## config.mk

```make
export PLATFORM = sky130hd
export DESIGN_NAME = datapath
export DESIGN_NICKNAME = d
export VERILOG_FILES = /design/src/rtl/datapath_pkg.sv /design/src/rtl/reg32.sv /design/src/rtl/datapath.sv
export SDC_FILE = /design/constraint.sdc
export NUM_CORES = 1
export LEC_CHECK = 0
export BUFFER_PORTS_ARGS = -buffer_cell sky130_fd_sc_hd__buf_2
export CAP_MARGIN = 20
export CORE_MARGIN = 2
export CORE_UTILIZATION = 63
export DETAILED_ROUTE_END_ITERATION = 8
export GPL_TIMING_DRIVEN = 0
export PLACE_DENSITY = 0.89
export SYNTH_ARGS = -nofsm -noshare
export SYNTH_HDL_FRONTEND = slang
export SYNTH_SLANG_ARGS = --single-unit
```

## constraint.sdc

```tcl
create_clock -name clk -period 6.1 [get_ports clk]
set_input_delay 1.22 -clock clk [delete_from_list [all_inputs] [get_ports clk]]
set_output_delay 1.22 -clock clk [all_outputs]
set_load 0.005 [all_outputs]
```

## src/rtl/datapath_pkg.sv

```systemverilog
// datapath_pkg: shared widths, constants and ALU op encoding for the single-bus datapath.
package datapath_pkg;
   localparam int WORD_W = 32;
   localparam logic [WORD_W-1:0] ZERO_WORD = '0;
   typedef enum logic [1:0] {OP_PASS = 2'd0, OP_INC = 2'd1, OP_AND = 2'd2} alu_op_e;
endpackage

```

## src/rtl/reg32.sv

```systemverilog
// reg32: 32-bit register with load enable and asynchronous active-low clear.
module reg32
   import datapath_pkg::*;
(
   input  logic              clk,
   input  logic              rst_n,
   input  logic              en,
   input  logic [WORD_W-1:0] d,
   output logic [WORD_W-1:0] q
);
   always_ff @(posedge clk or negedge rst_n)
      if (!rst_n) q <= ZERO_WORD;
      else if (en) q <= d;
endmodule

```

## src/rtl/datapath.sv

```systemverilog
// datapath: single-bus 32-bit CPU datapath; strobes from an external control unit
// move values between PC, IR, Y, Z, MAR, MDR and R2/R4/R5 through one shared bus.
module datapath
   import datapath_pkg::*;
(
   input  logic              clk,
   input  logic              rst_n,
   input  logic              PCout,
   input  logic              Zlowout,
   input  logic              MDRout,
   input  logic              R2out,
   input  logic              R4out,
   input  logic              MARin,
   input  logic              Zin,
   input  logic              PCin,
   input  logic              MDRin,
   input  logic              IRin,
   input  logic              Yin,
   input  logic              R2in,
   input  logic              R4in,
   input  logic              R5in,
   input  logic              read,
   input  logic              IncPC,
   input  logic              AND,
   input  logic [WORD_W-1:0] Mdatain,
   output logic [WORD_W-1:0] BusMuxOut,
   output logic [WORD_W-1:0] IR_q,
   output logic [WORD_W-1:0] MAR_q
);
   logic [WORD_W-1:0] bus, pc_q, ir_q, y_q, mar_q, mdr_q, r2_q, r4_q, r5_q, mdr_d, alu_lo;
   logic [2*WORD_W-1:0] z_q;
   alu_op_e alu_op;
   logic unused_ok;
   always_comb begin
      bus = Zlowout ? z_q[WORD_W-1:0] : MDRout ? mdr_q : PCout ? pc_q :
            R2out ? r2_q : R4out ? r4_q : ZERO_WORD;
      alu_op = IncPC ? OP_INC : AND ? OP_AND : OP_PASS;
      alu_lo = (alu_op == OP_INC) ? bus + 32'd1 : (alu_op == OP_AND) ? (y_q & bus) : bus;
      mdr_d = read ? Mdatain : bus;
   end
   // Upper half of Z is reserved for a future multiply/divide result.
   always_ff @(posedge clk or negedge rst_n)
      if (!rst_n) z_q <= '0;
      else if (Zin) z_q <= {ZERO_WORD, alu_lo};
   reg32 u_pc  (.clk(clk), .rst_n(rst_n), .en(PCin),  .d(bus),   .q(pc_q));
   reg32 u_ir  (.clk(clk), .rst_n(rst_n), .en(IRin),  .d(bus),   .q(ir_q));
   reg32 u_y   (.clk(clk), .rst_n(rst_n), .en(Yin),   .d(bus),   .q(y_q));
   reg32 u_mar (.clk(clk), .rst_n(rst_n), .en(MARin), .d(bus),   .q(mar_q));
   reg32 u_mdr (.clk(clk), .rst_n(rst_n), .en(MDRin), .d(mdr_d), .q(mdr_q));
   reg32 u_r2  (.clk(clk), .rst_n(rst_n), .en(R2in),  .d(bus),   .q(r2_q));
   reg32 u_r4  (.clk(clk), .rst_n(rst_n), .en(R4in),  .d(bus),   .q(r4_q));
   reg32 u_r5  (.clk(clk), .rst_n(rst_n), .en(R5in),  .d(bus),   .q(r5_q));
   assign unused_ok = ^{z_q[2*WORD_W-1:WORD_W], r5_q};
   assign BusMuxOut = bus;
   assign IR_q = ir_q;
   assign MAR_q = mar_q;
endmodule

```

==> results by group <==
Outcome
  • Status: completed

Die
  • Die Area: just over 0.02 mm^2
  • Io pins: approximately 150
  • Die Y: approximately 140 um
  • FP Rows: 50
  • Core area: between 0.015 and 0.02 mm^2
  • Initial cell density of the core: 64.4%
  • Overall die width: 142 um

Yosys
  • Post-Syn Area: around 0.012 mm^2
  • Most used flip-flop cell after synthesis: dfrtp_1
  • Synth Register Bits: 256
  • Cell variety after synth: between 60 and 70
  • Largest area contributor in the synthesized netlist: dfrtp_1
  • Post-Syn Instances: between 1000 and 1500
  • Number of synthesized flops with an enable pin: 0
  • Synth top area cells: dfrtp_1 (53%), mux2_2 (18%), mux2i_1 (2.7%)
  • Syn Nets: approximately 1100
  • Ys async rst share: between 90% and 100%
  • Post-Syn Area per Cell: 11.9 um^2
  • Most frequent cell after synthesis: dfrtp_1
  • Synth top area share: about 53%
  • Seq/Total Area, Yosys: 53.0%
  • List of most frequent post-synthesis cells: dfrtp_1 (256), mux2_2 (191), nor2_1 (85)
  • Count of warnings emitted by yosys: 0

Detailed routing
  • Via Count: between 9000 and 10000
  • DR DRC count: 0
  • Antenna Nets Post-Route: 0
  • Vias per cell: approximately 6.7
  • First drt pass iteration count: 7
  • Routed WL per cell: ~24 um
  • First DRT Iteration DRCs: between 1000 and 1500
  • Routed Wire Length: 33700 um

Global routing
  • Grt ovf: 0
  • Largest net degree at the start of global routing: 122
  • Global-route wire length before repair: 52500 um
  • Vias in the first global route: a little under 10000
  • Initial antenna violation count: 0
  • Tot GR Track Use: between 30% and 40%

Clock tree
  • Hold_buf cts: 0
  • Clk sink count: about 260
  • CTS tree: yes
  • Clock Tree Buf Depth: 3
  • CTS clock-pin slew for the worst setup and hold paths: around 0.060 ns
  • Htree depth: 1
  • Clock Root Buffer: clkbuf_16
  • Number of buffers created by CTS: 27
  • Post_cts resized: 0
  • Worst-Skew Late Latency: about 0.54 ns
  • Post-CTS setup buffer count: 0

Final layout
  • Fin nets: 1233
  • Area growth syn-to-layout: 16.3%
  • Finished Layout Cells: approximately 1400
  • Multi-input logic area: 0.00514 mm^2
  • Register area: 0.00641 mm^2
  • Share of post-route cells with drive strength above 1: between 30% and 40%
  • Fillers: between 1000 and 1500
  • Antenna fix cells: 0

Placed design
  • DP Wirelength: roughly 22000 um
  • Number of port buffers: 135
  • Inst Count DP: 1386
  • Final Wtd Congestion: around 1.0

Min path
  • Worst Hold Class: flop to flop

STA
  • RSZ-0062 raised after global routing: no
  • Slew at the pin closest to its max-slew limit: between 0.9 and 1 ns
  • Max_slew headroom: roughly 35%
  • Setup Skew: about 0.016 ns
  • Max Fclk: slightly below 200 MHz
  • Total negative setup slack: 0 ns
  • Final hold vios: 0
  • Final Critical Period: ~5.2 ns
  • Final setup fails: 0
  • Final period utilization: 85.4%
  • Final Max Tran Viols: 0

Pwr
  • Static Leakage: a little over 0.006 uW
  • Peak VDD IR: ~240 uV
  • Final Power: roughly 5000 uW
  • Power per Cell Area: 357 mW/mm^2

Run
  • Max_cap viols: 0

Critical path
  • Crit Path Category: input port to output pin
  • Crit-path leading delay family: buffers and inverters
  • Worst R2R Setup Slack: ~3.2 ns
  • Critical path data required time: slightly below 5 ns
  • CP Buf/Inv Count: 6
  • Crit path DAT: 3.99 ns
  • Crit path largest cell delay: ~0.73 ns
  • Crit-path max FO: 10
  • Crit. End Element: output pin
  • Most frequent cell on the critical path: buf_2
  • CP max stage cell: o31ai_1
  • Setup crit start kind: input port
  • Worst path cell trace: buf_2 > buf_4 > clkinv_1 > buf_2 > nor2_1 > nor3_1 > o31ai_1 > clkinv_1 > buf_2
-- layout make-up --
| class | count | share of cell area [%] |
|---|---|---|
| Inverter | 15 | 0.401 |
| Timing Repair Buffer | 137 | 5.27 |
| Clock inverter | 12 | 1.54 |
| Multi-Input combinational cell | 640 | 36.6 |
| Clock buffer | 34 | 5.14 |
| Sequential cell | 256 | 45.6 |
| Tap cell | 234 | 2.08 |
| Buffer | 104 | 3.37 |
-- registers in the layout (all words and copies together), names as in the netlist --
signal,cells
u_mdr.q,32
z_q,32
u_r2.q,32
u_mar.q,32
u_y.q,32
u_r4.q,32
u_pc.q,32
u_ir.q,32
-- per-layer routing --
metal | wire length [um] | up-vias | global-route usage (%)
met2 | 15500 | 593 | 51.7
met5 | 0 | - | 0
met4 | 1640 | 0 | 16.9
li1 | - | 4049 | -
met3 | 3060 | 136 | 6.02
met1 | 13500 | 4776 | 45.6
-- worst paths after layout --
kind                                  startpoint                     end  cells after the start
setup / recovery                           PCout           BusMuxOut[28]                      9
hold / removal               z_q[28]$_DFFE_PN0P_     z_q[28]$_DFFE_PN0P_                      2
setup reg to reg           u_r2.q[1]$_DFFE_PN0P_     z_q[30]$_DFFE_PN0P_                     10
hold reg to reg              z_q[28]$_DFFE_PN0P_     z_q[28]$_DFFE_PN0P_                      2
max in group asynchronous                  rst_n  u_pc.q[15]$_DFFE_PN0P_                      2
min in group asynchronous                  rst_n   u_ir.q[0]$_DFFE_PN0P_                      1
-- through the flow --
step           hold WS [ns]  area (um^2)  setup WS, ns  utilization, %
3_3_place_gp          0.471        13000        -0.688            69.5
6_report              0.497        14000         0.892            74.9
5_1_grt               0.509        14000         0.780            74.9
4_1_cts               0.495        14000          1.05            74.9
2_1_floorplan         0.454        12100          2.12               -
3_5_place_dp          0.479        13100          1.05            69.9
-- tightest hold or removal path, stage by stage (launching register included) --
cell	delay [ns]
dfrtp_1	0.33
nand2_1	0.05
nand3_1	0.08
-- report_power, final --
| group | switching, uW | total, uW | internal (uW) |
|---|---|---|---|
| clock network | 672 | 1760 | 1090 |
| logic | 545 | 1030 | 485 |
| registers | 192 | 2230 | 2040 |
-- cells by family (layout without fill, tap and decap cells) --
| family | after synthesis | in the layout | synth area share [%] |
|---|---|---|---|
| simple gates | 195 | 195 | 8.14 |
| fa+ha+maj | 1 | 1 | 0.104 |
| mux | 223 | 223 | 20.5 |
| flops | 256 | 256 | 53.0 |
| compound gates | 221 | 221 | 13.9 |
| buf+inv | 119 | 302 | 4.38 |
-- layout by cell type (no fill, tap or decap), types with 12 or more instances in the layout --
cell type and n:
mux2_2 191, nor2_1 85, nand3_1 13, nand2_1 33, dfrtp_1 256, clkbuf_16 27, mux2i_1 32, a22oi_1 25
a21oi_1 56, o31ai_1 12, a221oi_1 26, clkbuf_1 71, o21ai_0 15, buf_2 152, a31oi_1 12
Note: power is estimated with default switching activity, not from simulation.
